===== src/rtl/game_pkg.sv =====
// Shared game-level types: game state, update stage indices and scheduler FSM states.
package game_pkg;

    typedef enum logic [1:0] {
        GS_START   = 2'd0,
        GS_RUNNING = 2'd1,
        GS_OVER    = 2'd2
    } game_state_t;

    typedef enum logic [1:0] {
        STG_PHYSICS = 2'd0,
        STG_COLLIDE = 2'd1,
        STG_SCROLL  = 2'd2,
        STG_SCORE   = 2'd3
    } stage_id_t;

    typedef enum logic [1:0] {
        IDLE,
        WAIT_VB,
        START,
        WAIT_DONE
    } sched_state_t;

endpackage


===== src/rtl/stage_timer.sv =====
// Saturating watchdog for one outstanding update stage; expired flags TIMEOUT_CYCLES-1.
module stage_timer #(
    parameter int TIMEOUT_CYCLES = 4096
) (
    input  logic clk,
    input  logic rst,
    input  logic clear,
    input  logic enable,
    output logic expired
);

    localparam int CNT_W = (TIMEOUT_CYCLES > 2) ? $clog2(TIMEOUT_CYCLES) : 1;
    localparam logic [CNT_W-1:0] LIMIT = CNT_W'(TIMEOUT_CYCLES - 1);

    logic [CNT_W-1:0] count;

    // NOTE: sequential state uses non-blocking assignments so every register samples pre-edge values.
    always_ff @(posedge clk) begin
        if (rst || clear) begin
            count <= '0;
        end else if (enable && !expired) begin
            count <= count + 1'b1;
        end
    end

    assign expired = (count == LIMIT);

endmodule


===== src/rtl/update_scheduler.sv =====
// Runs the per-step update stages in order during vblank, one start/done handshake at a time.
// Optional UPDATE_SCHEDULER_STATS_EN adds saturating overrun/timeout counters.
module update_scheduler
    import game_pkg::*;
#(
    parameter int NUM_STAGES     = 4,
    parameter int TIMEOUT_CYCLES = 4096,
    parameter int STEP_W         = 16
) (
    input  logic                  clk,
    input  logic                  rst,
    input  logic                  tick,
    input  logic                  vblank,
    input  logic [1:0]            game_state,
    input  logic [NUM_STAGES-1:0] stage_done,
    output logic [NUM_STAGES-1:0] stage_start,
    output logic                  busy,
    output logic                  overrun,
    output logic                  timeout,
`ifdef UPDATE_SCHEDULER_STATS_EN
    output logic [7:0]            overrun_cnt,
    output logic [7:0]            timeout_cnt,
`endif
    output logic [STEP_W-1:0]     step_count
);

    localparam int IDX_W = (NUM_STAGES > 1) ? $clog2(NUM_STAGES) : 1;
    localparam logic [IDX_W-1:0] LAST_IDX  = IDX_W'(NUM_STAGES - 1);
    localparam logic [IDX_W-1:0] FIRST_IDX = IDX_W'(STG_PHYSICS);

    sched_state_t   state;
    logic [IDX_W-1:0] idx;
    logic           running;
    logic           timer_clear;
    logic           timer_expired;

    assign running = (game_state == GS_RUNNING);

    // The timer is held at zero until the start pulse so it counts cycles since the pulse.
    assign timer_clear = !((state == WAIT_DONE) || (state == START && stage_start != '0));

    stage_timer #(
        .TIMEOUT_CYCLES(TIMEOUT_CYCLES)
    ) u_stage_timer (
        .clk    (clk),
        .rst    (rst),
        .clear  (timer_clear),
        .enable (state == START || state == WAIT_DONE),
        .expired(timer_expired)
    );

    always_ff @(posedge clk) begin
        if (rst) begin
            state       <= IDLE;
            idx         <= '0;
            stage_start <= '0;
            busy        <= 1'b0;
            overrun     <= 1'b0;
            timeout     <= 1'b0;
            step_count  <= '0;
        end else begin
            stage_start <= '0;
            overrun     <= tick && (state != IDLE);
            timeout     <= 1'b0;
            case (state)
                IDLE: begin
                    if (tick && running) begin
                        state <= WAIT_VB;
                        busy  <= 1'b1;
                    end
                end
                WAIT_VB: begin
                    if (!running) begin
                        state <= IDLE;
                        busy  <= 1'b0;
                    end else if (vblank) begin
                        state       <= START;
                        idx         <= FIRST_IDX;
                        stage_start <= NUM_STAGES'(1) << FIRST_IDX;
                    end
                end
                // Stage 0 arrives with its pulse already set; later stages spend one gap cycle here first.
                START: begin
                    if (stage_start != '0) begin
                        state <= WAIT_DONE;
                    end else if (!running) begin
                        state <= IDLE;
                        busy  <= 1'b0;
                    end else begin
                        stage_start <= NUM_STAGES'(1) << idx;
                    end
                end
                WAIT_DONE: begin
                    if (stage_done[idx]) begin
                        if (idx == LAST_IDX || !running) begin
                            state <= IDLE;
                            busy  <= 1'b0;
                            if (idx == LAST_IDX) begin
                                step_count <= step_count + 1'b1;
                            end
                        end else begin
                            idx   <= idx + 1'b1;
                            state <= START;
                        end
                    end else if (timer_expired) begin
                        timeout <= 1'b1;
                        state   <= IDLE;
                        busy    <= 1'b0;
                    end
                end
                default: begin
                    state <= IDLE;
                    busy  <= 1'b0;
                end
            endcase
        end
    end

`ifdef UPDATE_SCHEDULER_STATS_EN
    always_ff @(posedge clk) begin
        if (rst) begin
            overrun_cnt <= '0;
            timeout_cnt <= '0;
        end else begin
            if (overrun && overrun_cnt != 8'hFF) begin
                overrun_cnt <= overrun_cnt + 1'b1;
            end
            if (timeout && timeout_cnt != 8'hFF) begin
                timeout_cnt <= timeout_cnt + 1'b1;
            end
        end
    end
`endif

endmodule

===== config.mk =====
export PLATFORM = sky130hd
export DESIGN_NAME = update_scheduler
export DESIGN_NICKNAME = d
export VERILOG_FILES = /design/src/rtl/game_pkg.sv /design/src/rtl/stage_timer.sv /design/src/rtl/update_scheduler.sv
export SDC_FILE = /design/constraint.sdc
export NUM_CORES = 1
export LEC_CHECK = 0
export CORE_ASPECT_RATIO = 1.2
export CORE_MARGIN = 1
export CORE_UTILIZATION = 48
export DETAILED_ROUTE_END_ITERATION = 10
export GPL_TIMING_DRIVEN = 0
export PLACE_DENSITY_LB_ADDON = 0.3
export SYNTH_ARGS = -nofsm -noshare
export SYNTH_HDL_FRONTEND = slang
export SYNTH_SLANG_ARGS = --single-unit
export TNS_END_PERCENT = 30

===== constraint.sdc =====
create_clock -name clk -period 1.6 [get_ports clk]
set_input_delay 0.4 -clock clk [delete_from_list [all_inputs] [get_ports clk]]
set_output_delay 0.4 -clock clk [all_outputs]
set_load 0.05 [all_outputs]

==> impl_metrics.tcl, run 1 <==
set metrics [dict create \
    routedWlPerCell_um 14.5 \
    first_pass_iters 4 \
    ir_drop_mv 0.656 \
    die_y_um 75.9 \
    grt_remaining_overflow 0 \
    yosysSeqAreaShare_pct 35.8 \
    synth_common_cells "dfxtp_1, a21oi_1, nor2_1" \
    synth_top_family_by_area "simple AND/OR/NAND/NOR gates" \
    critPathMaxFanout 8 \
    synth_compound_area_share_pct 16.3 \
    synth_nets 271 \
    slew_viol_final 0 \
    r2r_end "step_count[10]" \
    cp.arrival_ns 1.92 \
    outcome "complete, but fails checks" \
    yosys.area_share.simple_pct 29.7 \
    start_util_pct 50.5 \
    nNetsFinal 327 \
    fmax_mhz 595 \
    fin_ws_ns -0.0808 \
    grt_pass1_vias 1848 \
    ios 33 \
    cts_buffers 5 \
    synth_top_area_share_pct 35.8 \
    cp-start-kind "register" \
    postRouteAntennaNets 0 \
    yosysTopAreaCell "dfxtp_1" \
    hold_end "step_count[1]" \
    vias_per_cell 5.74 \
    postRouteWirelength_um 5250 \
    port_buffers 32 \
    fin_crit_sh_pct 105 \
    hold_depth 2 \
    htreeDepth 2 \
    slew-limit-headroom_pct 50.8 \
    path_clk_slew_ns 0.08 \
    yosysMostFrequentCell "dfxtp_1" \
    rsz0062_at_grt "true" \
    finalHoldViolCount 0 \
    ctsLongestPathBuffers 2 \
    rrSetupSlack_ns -0.08 \
    synth-adder-area-share_pct 6.88 \
    setup_violations 19 \
    p_leak_nw 1.09 \
    drv_cap 0 \
    cts_tree "done" \
    hp-start "step_count[1]" \
    synthXorXnorAreaFrac_pct 3.21 \
    cp_data_required_time_ns 1.84 \
    dieArea_mm2 0.00482 \
    synthMuxAreaShare_pct 3.84 \
    fillers 317 \
    row_count 26 \
    end_kind "register" \
    place_congestion 0.846 \
    dpl.hpwl_um 3400 \
    violations "setup timing" \
    finalClockSkew_ns 0.0134 \
    grt_pass1_wl_um 8040 \
    p_per_area_mw_per_mm2 752 \
    synth_edf_count 0 \
    syn_area_mm2 0.00218 \
    root_buffer "clkbuf_8" \
    min_path_type "reg -> reg" \
    r2r-start "idx[0]" \
    setup-tns-final_ns -0.814 \
    grt_usage_pct 21.3 \
    drt-initial-drc-count 124 \
    avgSynthCellArea_um2 8.77 \
    synthArstFlopShare_pct 0 \
    yosysUniqueCellTypes 52 \
    core_area_mm2 0.00433 \
    yosys_warnings 0 \
    ys_seq_elements 39 \
    drc_errors 0 \
    syn_inst 249 \
    synthTopCellsByArea "dfxtp_1, ha_1, a21oi_1, nand3_1, nand4_1" \
    die_w_um 63.6 \
    clk_latency_ns 0.30 \
    tightestPinTransition_ns 0.735 \
    diodes 0 \
    vias 2078 \
    cts.sinks 39 \
    antenna_found_initial 0 \
    reg2reg_depth 6 \
    synth_top_flop_cell "dfxtp_1" \
    area_delta_synth_final_pct 37.5 \
    post-route-util_pct 69.4 \
    period_needed_ns 1.68 \
    grt_max_degree 13 \
    drive_gt1_share_pct 31.0 \
    critical_path_class "reg -> reg" \
    cts_hold_buf 0 \
]
==> report_power, final <==
group | switching, W | total [W] | internal [W]
combinational | 0.000151 | 0.000273 | 0.000121
sequential | 0.0000221 | 0.00101 | 0.000984
clock | 0.000354 | 0.000978 | 0.000624
total | 0.000528 | 0.00226 | 0.00173
==> kinds of logic after synthesis <==
| family | count (synthesis) |
|---|---|
| AOI/OAI and AO/OA | 55 |
| xor gates and xnor gates | 8 |
| adders and majority gates | 12 |
| buffers and inverters | 21 |
| DFF | 39 |
| muxes | 7 |
| and+or+nand+nor | 107 |
==> layout by cell type, fill, tap and decap left out, drive strengths merged, types with 3 or more instances in the layout <==
| master | instances |
|---|---|
| inv | 11 |
| nand2b | 5 |
| xnor2 | 3 |
| nand2 | 14 |
| clkbuf | 22 |
| and2 | 3 |
| or4 | 4 |
| a21oi | 18 |
| mux2i | 5 |
| nor2 | 16 |
| ha | 12 |
| xor2 | 5 |
| dfxtp | 39 |
| and4 | 7 |
| or3 | 9 |
| nor4 | 3 |
| clkdlybuf4s50 | 5 |
| nand3 | 13 |
| dlygate4sd2 | 6 |
| nand4 | 13 |
| buf | 20 |
| nor3 | 3 |
| o31ai | 4 |
| and3 | 5 |
| clkdlybuf4s15 | 11 |
| a31oi | 3 |
| nor2b | 3 |
| o21ai | 12 |
==> worst max path at each step <==
stage	start	to
3_3_place_gp	stage_done[3]	busy
5_1_grt	idx[0]	step_count[12]
3_5_place_dp	stage_done[3]	busy
4_1_cts	u_stage_timer.count[0]	u_stage_timer.count[7]
6_report	idx[0]	step_count[10]
2_1_floorplan	step_count[4]	step_count[13]
==> what timing repair did <==
action	4_1_cts	5_1_grt
resized for setup	63	43
buffers inserted	6	9
gates cloned	1	2
pin swaps	7	12
endpoints found under the setup margin	53	48
==> per-stage QoR <==
step	area, um2	instances	total power, W	hold slack (ns)	setup slack (ns)
floorplan	2240	249	0.00119	0.438	-0.0767
global placement	2630	337	0.00127	0.456	-0.501
detailed placement	2630	337	0.00127	0.468	-0.495
CTS	2860	352	0.00225	0.479	-0.133
global route	3000	362	0.00234	0.509	-0.154
finish	3000	362	0.00226	0.483	-0.0808
==> sequential cells by signal, indices dropped and copies added, names as in the netlist <==
name,count
step_count,16
stage_start,4
busy,1
timeout,1
state,2
idx,2
overrun,1
u_stage_timer.count,12
==> area by class of cell <==
class	count	area, um2	share of cell area (%)
Clock inverter	2	60.1	2.00
Multi-Input combinational cell	190	1440	48.0
Timing Repair Buffer	49	432	14.4
Sequential cell	39	811	27.0
Tap cell	56	70.1	2.33
Buffer	9	71.3	2.38
Clock buffer	6	72.6	2.42
Inverter	11	43.8	1.46
==> worst max-delay path: stages, from the launching register on <==
cell	delay, ns
dfxtp_4	0.35
buf_6	0.12
mux4_2	0.39
buf_12	0.14
nand4_4	0.12
or3_4	0.40
a21oi_2	0.11
==> metal layers <==
layer	vias to the layer above	GRT usage (%)	part of all wire, %
li1	1039	-	-
met1	987	24.3	43
met2	46	38.8	52
met3	6	4.94	3.4
met4	0	8.59	1.1
met5	-	0	0
No activity file was read; power rests on OpenSTA's default activity.
==> inputs of run 2 (changes only) <==
--- a/config.mk
+++ b/config.mk
@@ -7,9 +7,8 @@
 export LEC_CHECK = 0
 export CORE_ASPECT_RATIO = 1.2
 export CORE_MARGIN = 1
-export CORE_UTILIZATION = 48
+export CORE_UTILIZATION = 45
 export DETAILED_ROUTE_END_ITERATION = 10
-export GPL_TIMING_DRIVEN = 0
 export PLACE_DENSITY_LB_ADDON = 0.3
 export SYNTH_ARGS = -nofsm -noshare
 export SYNTH_HDL_FRONTEND = slang
==> run 2 against run 1 <==
Clock-buffer cell count stayed put. Die area grew 6.5%. Flip-flop and latch count stayed put. Largest power group unchanged. Global-route usage grew 2.4 points. The run still ends with setup timing left. First-iteration DRC count increased by 8.1%. Sequential share of layout area decreased by 3.3 points.
==> impl_metrics.tcl, run 2 (synthesized netlist as in run 1, its figures left out) <==
set metrics [dict create \
    critical_path_class "reg -> reg" \
    multiInputGateArea_mm2 0.00149 \
    switchingPower_w 0.000545 \
    area_delta_synth_final_pct 56.6 \
    setup_violations 3 \
    layout_common_cells "buf_4, dfxtp_1, buf_12, nor2_1" \
    fin_ws_ns -0.0220 \
    p_per_area_mw_per_mm2 645 \
    max_stage_delay_ns 0.42 \
    row_count 27 \
    grt_pass1_wl_um 9570 \
    fillers 297 \
    p_sw_share_pct 24.7 \
    violations "setup timing" \
    layout_commonest_cell "buf_4" \
    first_pass_iters 4 \
    largestRegisters "step_count (16), u_stage_timer.count (12), stage_start (4)" \
    slew_viol_final 0 \
    start_util_pct 47.2 \
    postRouteAntennaNets 0 \
    ios 33 \
    tightestPinTransition_ns 0.316 \
    largest_register_ffs 16 \
    period_needed_ns 1.62 \
    diodes 0 \
    critPathSlowestCell "or4_4" \
    hold_depth 2 \
    critPathMaxFanout 8 \
    grt_pass1_vias 2102 \
    cts_hold_buf 0 \
    fin_crit_sh_pct 101 \
    whs_ns 0.493 \
    rsz0062_at_grt "true" \
    die_w_um 65.6 \
    vias_per_cell 5.87 \
    final_cell_area_mm2 0.00342 \
    place_congestion 0.874 \
    dpl.hpwl_um 3940 \
    reg2reg_depth 6 \
    finalHoldViolCount 0 \
    slew-limit-headroom_pct 78.8 \
    drv_cap 0 \
    clk_latency_ns 0.29 \
    routedWlPerCell_um 15.9 \
    power.internal_w 0.00166 \
    dieArea_mm2 0.00514 \
    cp_common_cell "and3_4" \
    outcome "complete, but fails checks" \
    nNetsFinal 346 \
    cts.sinks 39 \
    cts_buffers 5 \
    hold_end "u_stage_timer.count[10]" \
    rrSetupSlack_ns -0.02 \
    hp-start "u_stage_timer.count[10]" \
    r2r_end "u_stage_timer.count[5]" \
    drc_errors 0 \
    cp.arrival_ns 1.85 \
    place_area_mm2 0.00308 \
    grt_remaining_overflow 0 \
    port_buffers 32 \
    postRouteWirelength_um 6100 \
    fmax_mhz 617 \
    htreeDepth 2 \
    grt_usage_pct 23.8 \
    antenna_found_initial 0 \
    core_area_mm2 0.00463 \
    cp_data_required_time_ns 1.82 \
    seqCellArea_um2 810 \
    path_clk_slew_ns 0.08 \
    ctsLongestPathBuffers 2 \
    die_y_um 78.3 \
    drive_gt1_share_pct 37.8 \
    vias 2250 \
    end_kind "register" \
    crit_family "simple AND/OR/NAND/NOR gates" \
    path_buf_inv 1 \
    ir_drop_mv 0.611 \
    p_leak_nw 1.26 \
    pwr-share-seq_pct 45.9 \
    power_frac_comb_pct 15.3 \
    root_buffer "clkbuf_8" \
    grt_max_degree 20 \
    r2r-start "u_stage_timer.count[1]" \
    cp_cell_sequence "ha_4, and3_4, and3_4, buf_6, or4_4, a21oi_2" \
    finalClockSkew_ns 0.00785 \
    drt-initial-drc-count 134 \
    power.share.clock_pct 38.9 \
    largest_register "step_count" \
    cp-start-kind "register" \
    cts_tree "done" \
    min_path_type "reg -> reg" \
]
==> run 2: changes by cell type in the layout (fill, tap and decap cells not counted), sizes merged <==
| cell | before | now |
|---|---|---|
| clkdlybuf4s15 | 11 | 0 |
| dlygate4sd2 | 6 | 4 |
| mux4 | 1 | 2 |
| clkinv | 0 | 1 |
| buf | 20 | 67 |
| clkbuf | 22 | 6 |
| bufinv | 2 | 1 |
==> run 2: cell type report <==
class	count	share of cell area [%]
Timing Repair Buffer	76	25.9
Sequential cell	39	23.7
Multi-Input combinational cell	191	43.6
Clock buffer	6	2.41
Clock inverter	2	1.02
Inverter	11	1.21
Tap cell	58	2.12
==> run 2: repair_timing <==
action | 4_1_cts | 5_1_grt
setup endpoints to repair | 27 | 29
cloned | 0 | 2
resized for setup | 16 | 26
setup buffers | 5 | 2
hold endpoints to repair | 0 | 0
pin swaps | 3 | 11
==> run 2: through the flow <==
| step | total power, W | cells | utilization, % | setup slack (ns) | TNS, ns |
|---|---|---|---|---|---|
| 2_1_floorplan | 0.00119 | 249 | - | -0.0767 | -0.402 |
| 3_3_place_gp | 0.00134 | 366 | 66.5 | -0.452 | -7.73 |
| 3_5_place_dp | 0.00135 | 366 | 66.5 | -0.495 | -8.74 |
| 4_1_cts | 0.00220 | 379 | 70.6 | -0.0279 | -0.109 |
| 5_1_grt | 0.00229 | 383 | 73.9 | -0.0833 | -0.818 |
| 6_report | 0.00221 | 383 | 73.9 | -0.0220 | -0.0462 |
==> run 2: how the worst max path moves through the flow <==
| stage | from | depth (start not counted) | to | slack, ns |
|---|---|---|---|---|
| 2_1_floorplan | step_count[4] | 4 | step_count[13] | -0.08 |
| 3_3_place_gp | stage_done[3] | 5 | busy | -0.45 |
| 3_5_place_dp | stage_done[3] | 5 | busy | -0.50 |
| 4_1_cts | u_stage_timer.count[1] | 6 | u_stage_timer.count[5] | -0.03 |
| 5_1_grt | idx[0] | 4 | step_count[8] | -0.08 |
| 6_report | u_stage_timer.count[1] | 6 | u_stage_timer.count[5] | -0.02 |
==> run 2: tightest hold or removal path, delay by kind of cell, from the launching register on <==
kind          cells  cell delay (ns)
simple gates      1             0.06
mux               1             0.06
flops             1             0.33
==> run 2: per-layer routing <==
layer  share of wire, %  GRT usage [%]  up-vias
li1                   -              -     1083
met1                 41           29.0     1058
met2                 52           40.8       90
met3                5.4           4.07       19
met4                2.1           9.13        0
met5                  0              0        -
==> run 2: power groups by stage <==
| stage | logic (W) | clock network (W) | registers (W) |
|---|---|---|---|
| final | 0.000337 | 0.000857 | 0.00101 |
| after global routing | 0.000365 | 0.000911 | 0.00101 |
| after CTS | 0.000327 | 0.000865 | 0.00101 |
| after detailed placement | 0.000319 | 0 | 0.00103 |
| after global placement | 0.000313 | 0 | 0.00103 |
| after floorplan | 0.000138 | 0 | 0.00105 |
==> RTL change 1: new RTL, flow settings as in run 2 <==
The option `UPDATE_SCHEDULER_STATS_EN` is turned on by a define.
--- a/src/rtl/update_scheduler.sv
+++ b/src/rtl/update_scheduler.sv
@@ -2,2 +2,4 @@
 // Optional UPDATE_SCHEDULER_STATS_EN adds saturating overrun/timeout counters.
+`define UPDATE_SCHEDULER_STATS_EN
+
 module update_scheduler
Behaviour (old outputs only; new: overrun_cnt and timeout_cnt): unchanged (equiv_simple and equiv_induct, registers matched by name and starting in step).
==> RTL change 1 against run 2 <==
  * The run still ends with setup timing left
  * Global-route usage fell by 0.34 points
  * Worst hold slack improved by 0.0039 ns
  * Design area rose by 34%
  * Routed wire length rose by 28%
  * Sequential cell count rose by 16
  * Power rose by 17%
  * Area after synthesis rose by 30%
  * Die area rose by 29%
  * Core utilization rose by 2.1 points
  * Clock power fell by 12%
  * Via count rose by 28%
  * Setup slack got worse by 0.17 ns
==> RTL change 1: results (changes against run 2) <==
status: "complete, but fails checks"
violations: "setup timing"
p_leak_nw: 1.77  # +40%
seq_area_um2: 1150  # +42%
final-setup-viol-count: 17  # +14
place_ws_ns: -0.542  # -0.0469 ns
fin_ws_ns: -0.187  # -0.165 ns
grt_pass1_vias: 2790  # +33%
buf_share_pct: 30.2  # +4.3 points
synthTopCellsByArea: "dfxtp_1, ha_1, xor2_1"
arrival_ns: 1.99  # +0.14 ns
syn_nets: 345  # +27%
fillerInstances: 392  # +32%
multi_input_area_share_pct: 39.5  # -4.1 points
ir_drop_mv: 0.635  # +3.9%
tns_ns: -1.38  # -1.33 ns
inverters: 15  # +4
grt_first_pass_wirelength_um: 12200  # +28%
die_w_um: 74.5  # +14%
wl_met2_um: 4150  # +31%
p_sw_uw: 677  # +24%
drt_iter0_markers: 144  # +7.5%
grt_use_total_pct: 23.4  # -0.34 points
syn_area_per_cell_um2: 8.84  # +0.77%
n_all_buffers: 116  # +53%
vias_per_cell: 5.55  # -5.5%
RTL change 1: kinds of logic after synthesis:
group                      count (synthesis)  share of synthesized area, %
AOI/OAI and AO/OA                         64                          14.9
xor gates and xnor gates                  21                          6.48
adders and majority gates                 14                          6.18
buffers and inverters                     25                          3.62
DFF                                       55                          38.8
muxes                                     10                          4.15
and+or+nand+nor                          132                          25.9
RTL change 1: timing repair:
action	in CTS	in global routing
endpoints found under the hold margin	0	0
setup endpoints to repair	31	29
setup buffers	5	4
pin swaps	10	17
resized for setup	18	25
RTL change 1: path summary, 6_finish.rpt:
path	to	slack (ns)	cells past startpoint
max	busy	-0.19	7
min reg2reg	u_stage_timer.count[10]	0.50	2
min	u_stage_timer.count[10]	0.50	2
max reg2reg	busy	-0.19	7
RTL change 1: critical path, cell delays in order, from the launching register on:
cell and delay (ns):
dfxtp_2 0.36, buf_6 0.12, ha_4 0.18, nor4bb_4 0.16
buf_4 0.14, a21o_2 0.20, a211oi_2 0.19, mux2_4 0.33
==> RTL change 2: new RTL, flow settings as in run 2 <==
Without the edit above. The 4 states of `sched_state_t` get a one-hot encoding in 4 bits.
--- a/src/rtl/game_pkg.sv
+++ b/src/rtl/game_pkg.sv
@@ -16,7 +16,7 @@
 
-    typedef enum logic [1:0] {
-        IDLE,
-        WAIT_VB,
-        START,
-        WAIT_DONE
+    typedef enum logic [3:0] {
+        IDLE      = 4'b0001,
+        WAIT_VB   = 4'b0010,
+        START     = 4'b0100,
+        WAIT_DONE = 4'b1000
     } sched_state_t;
Formal check against the unedited RTL: same outputs for any inputs over 10 cycles, from zero or initial values and one cycle with rst high; not proved beyond that.
==> RTL change 2 against run 2 <==
  * The run still ends with setup timing left
  * Design area grew 4.6%
  * Critical path depth is the same
  * Sequential cell count grew 2
  * Power shrank 16%
  * Setup slack lost 0.17 ns
  * Critical endpoint is now step_count[8]
  * Routed wire length grew 9.5%
  * Clock power shrank 22%
  * Area after synthesis grew 0.86%
==> RTL change 2: results (changes against run 2) <==
ir_drop_mv: 0.432  # -29%
top_regs: "step_count: 16 flops, u_stage_timer.count: 12 flops"
seq_area_frac_synth_pct: 37.3  # +1.5 points
fillerInstances: 290  # -2.4%
place_ws_ns: -0.601  # -0.106 ns
skew_ns: 0.00764  # -0.000206 ns
gp_congestion: 0.792  # -9.4%
violations: "setup timing"
final-setup-viol-count: 26  # +23
post-dp-hpwl_um: 4010  # +1.9%
yosysUniqueCellTypes: 47  # -9.6%
grt_first_pass_wirelength_um: 9850  # +3.0%
wirelength_um: 6670  # +9.5%
drive_gt1_share_pct: 42.3  # +4.4 points
crit_fanout: 6  # -2
grt_max_degree: 13  # -35%
via_count: 2428  # +7.9%
final_nets: 366  # +5.8%
synthTopCellsByArea: "dfxtp_1, a21oi_1, ha_1"
status: "complete, but fails checks"
drt_iter0_markers: 96  # -28%
synthTopCellsByCount: "dfxtp_1, a21oi_1, nand3_1"
syn_nets: 272  # +0.37%
p_leak_nw: 1.31  # +3.9%
grt_use_total_pct: 24.1  # +0.39 points
whs_ns: 0.491  # -0.00148 ns
post_dp_cell_area_um2: 3170  # +3.1%
fin_ws_ns: -0.193  # -0.171 ns
grt_pass1_vias: 2287  # +8.8%
arrival_ns: 2.02  # +0.17 ns
dr.pass1.iters: 6  # +2
==> RTL change 2: cell type report <==
type                            count  area (um2)  area share, %
Clock inverter                      3        12.5          0.350
Multi-Input combinational cell    197        1520           42.4
Timing Repair Buffer               95        1020           28.6
Tap cell                           58        72.6           2.03
Inverter                            9        33.8          0.944
Clock buffer                        5        68.8           1.92
Sequential cell                    41         852           23.8
==> RTL change 2: stage by stage <==
step	setup TNS (ns)	instances
finish	-2.32	408
global route	-4.34	408
CTS	-1.76	401
detailed placement	-11.77	380
global placement	-10.02	380
floorplan	-0.396	255
==> RTL change 2: where the power goes <==
| part | internal (mW) | switching, mW | leakage (nW) |
|---|---|---|---|
| logic | 0.0925 | 0.0792 | 0.930 |
| registers | 1.02 | 0.00633 | 0.339 |
| clock network | 0.294 | 0.371 | 0.0430 |
==> RTL change 2: critical path: stages, from the launching register on <==
cell	delay, ns
dfxtp_4	0.37
mux4_2	0.42
buf_4	0.15
nand4_4	0.12
buf_4	0.19
or3_1	0.31
a21oi_1	0.17
==> RTL change 2: per-layer routing <==
metal | track usage, % | vias up | part of all wire (%)
li1 | - | 1159 | -
met1 | 27.0 | 1182 | 41
met2 | 43.6 | 70 | 53
met3 | 4.36 | 17 | 3.3
met4 | 10.0 | 0 | 2.5
met5 | 0 | - | 0
==> RTL change 2: cell families after synthesis <==
kind of cell             count (synthesis)  synth area share, %
AO/OA/AOI/OAI                           63                 17.3
flip-flops                              41                 37.3
multiplexers                             6                 3.35
buffers and inverters                   21                 4.49
AND/OR/NAND/NOR                        114                 32.4
XOR/XNOR                                 3                 1.19
adder cells (fa/ha/maj)                  7                 3.98
==> RTL change 2: worst paths after layout <==
path                          start                endpoint  cells after the start
max                          idx[0]           step_count[8]                      6
max reg2reg                  idx[0]           step_count[8]                      6
min reg2reg  u_stage_timer.count[4]  u_stage_timer.count[4]                      2
min          u_stage_timer.count[4]  u_stage_timer.count[4]                      2
==> RTL change 2: what timing repair did <==
item,in CTS,in global routing
gates resized for setup,12,28
endpoints found under the setup margin,34,33
pin swaps,20,10
setup buffers,11,5
gates cloned,2,2
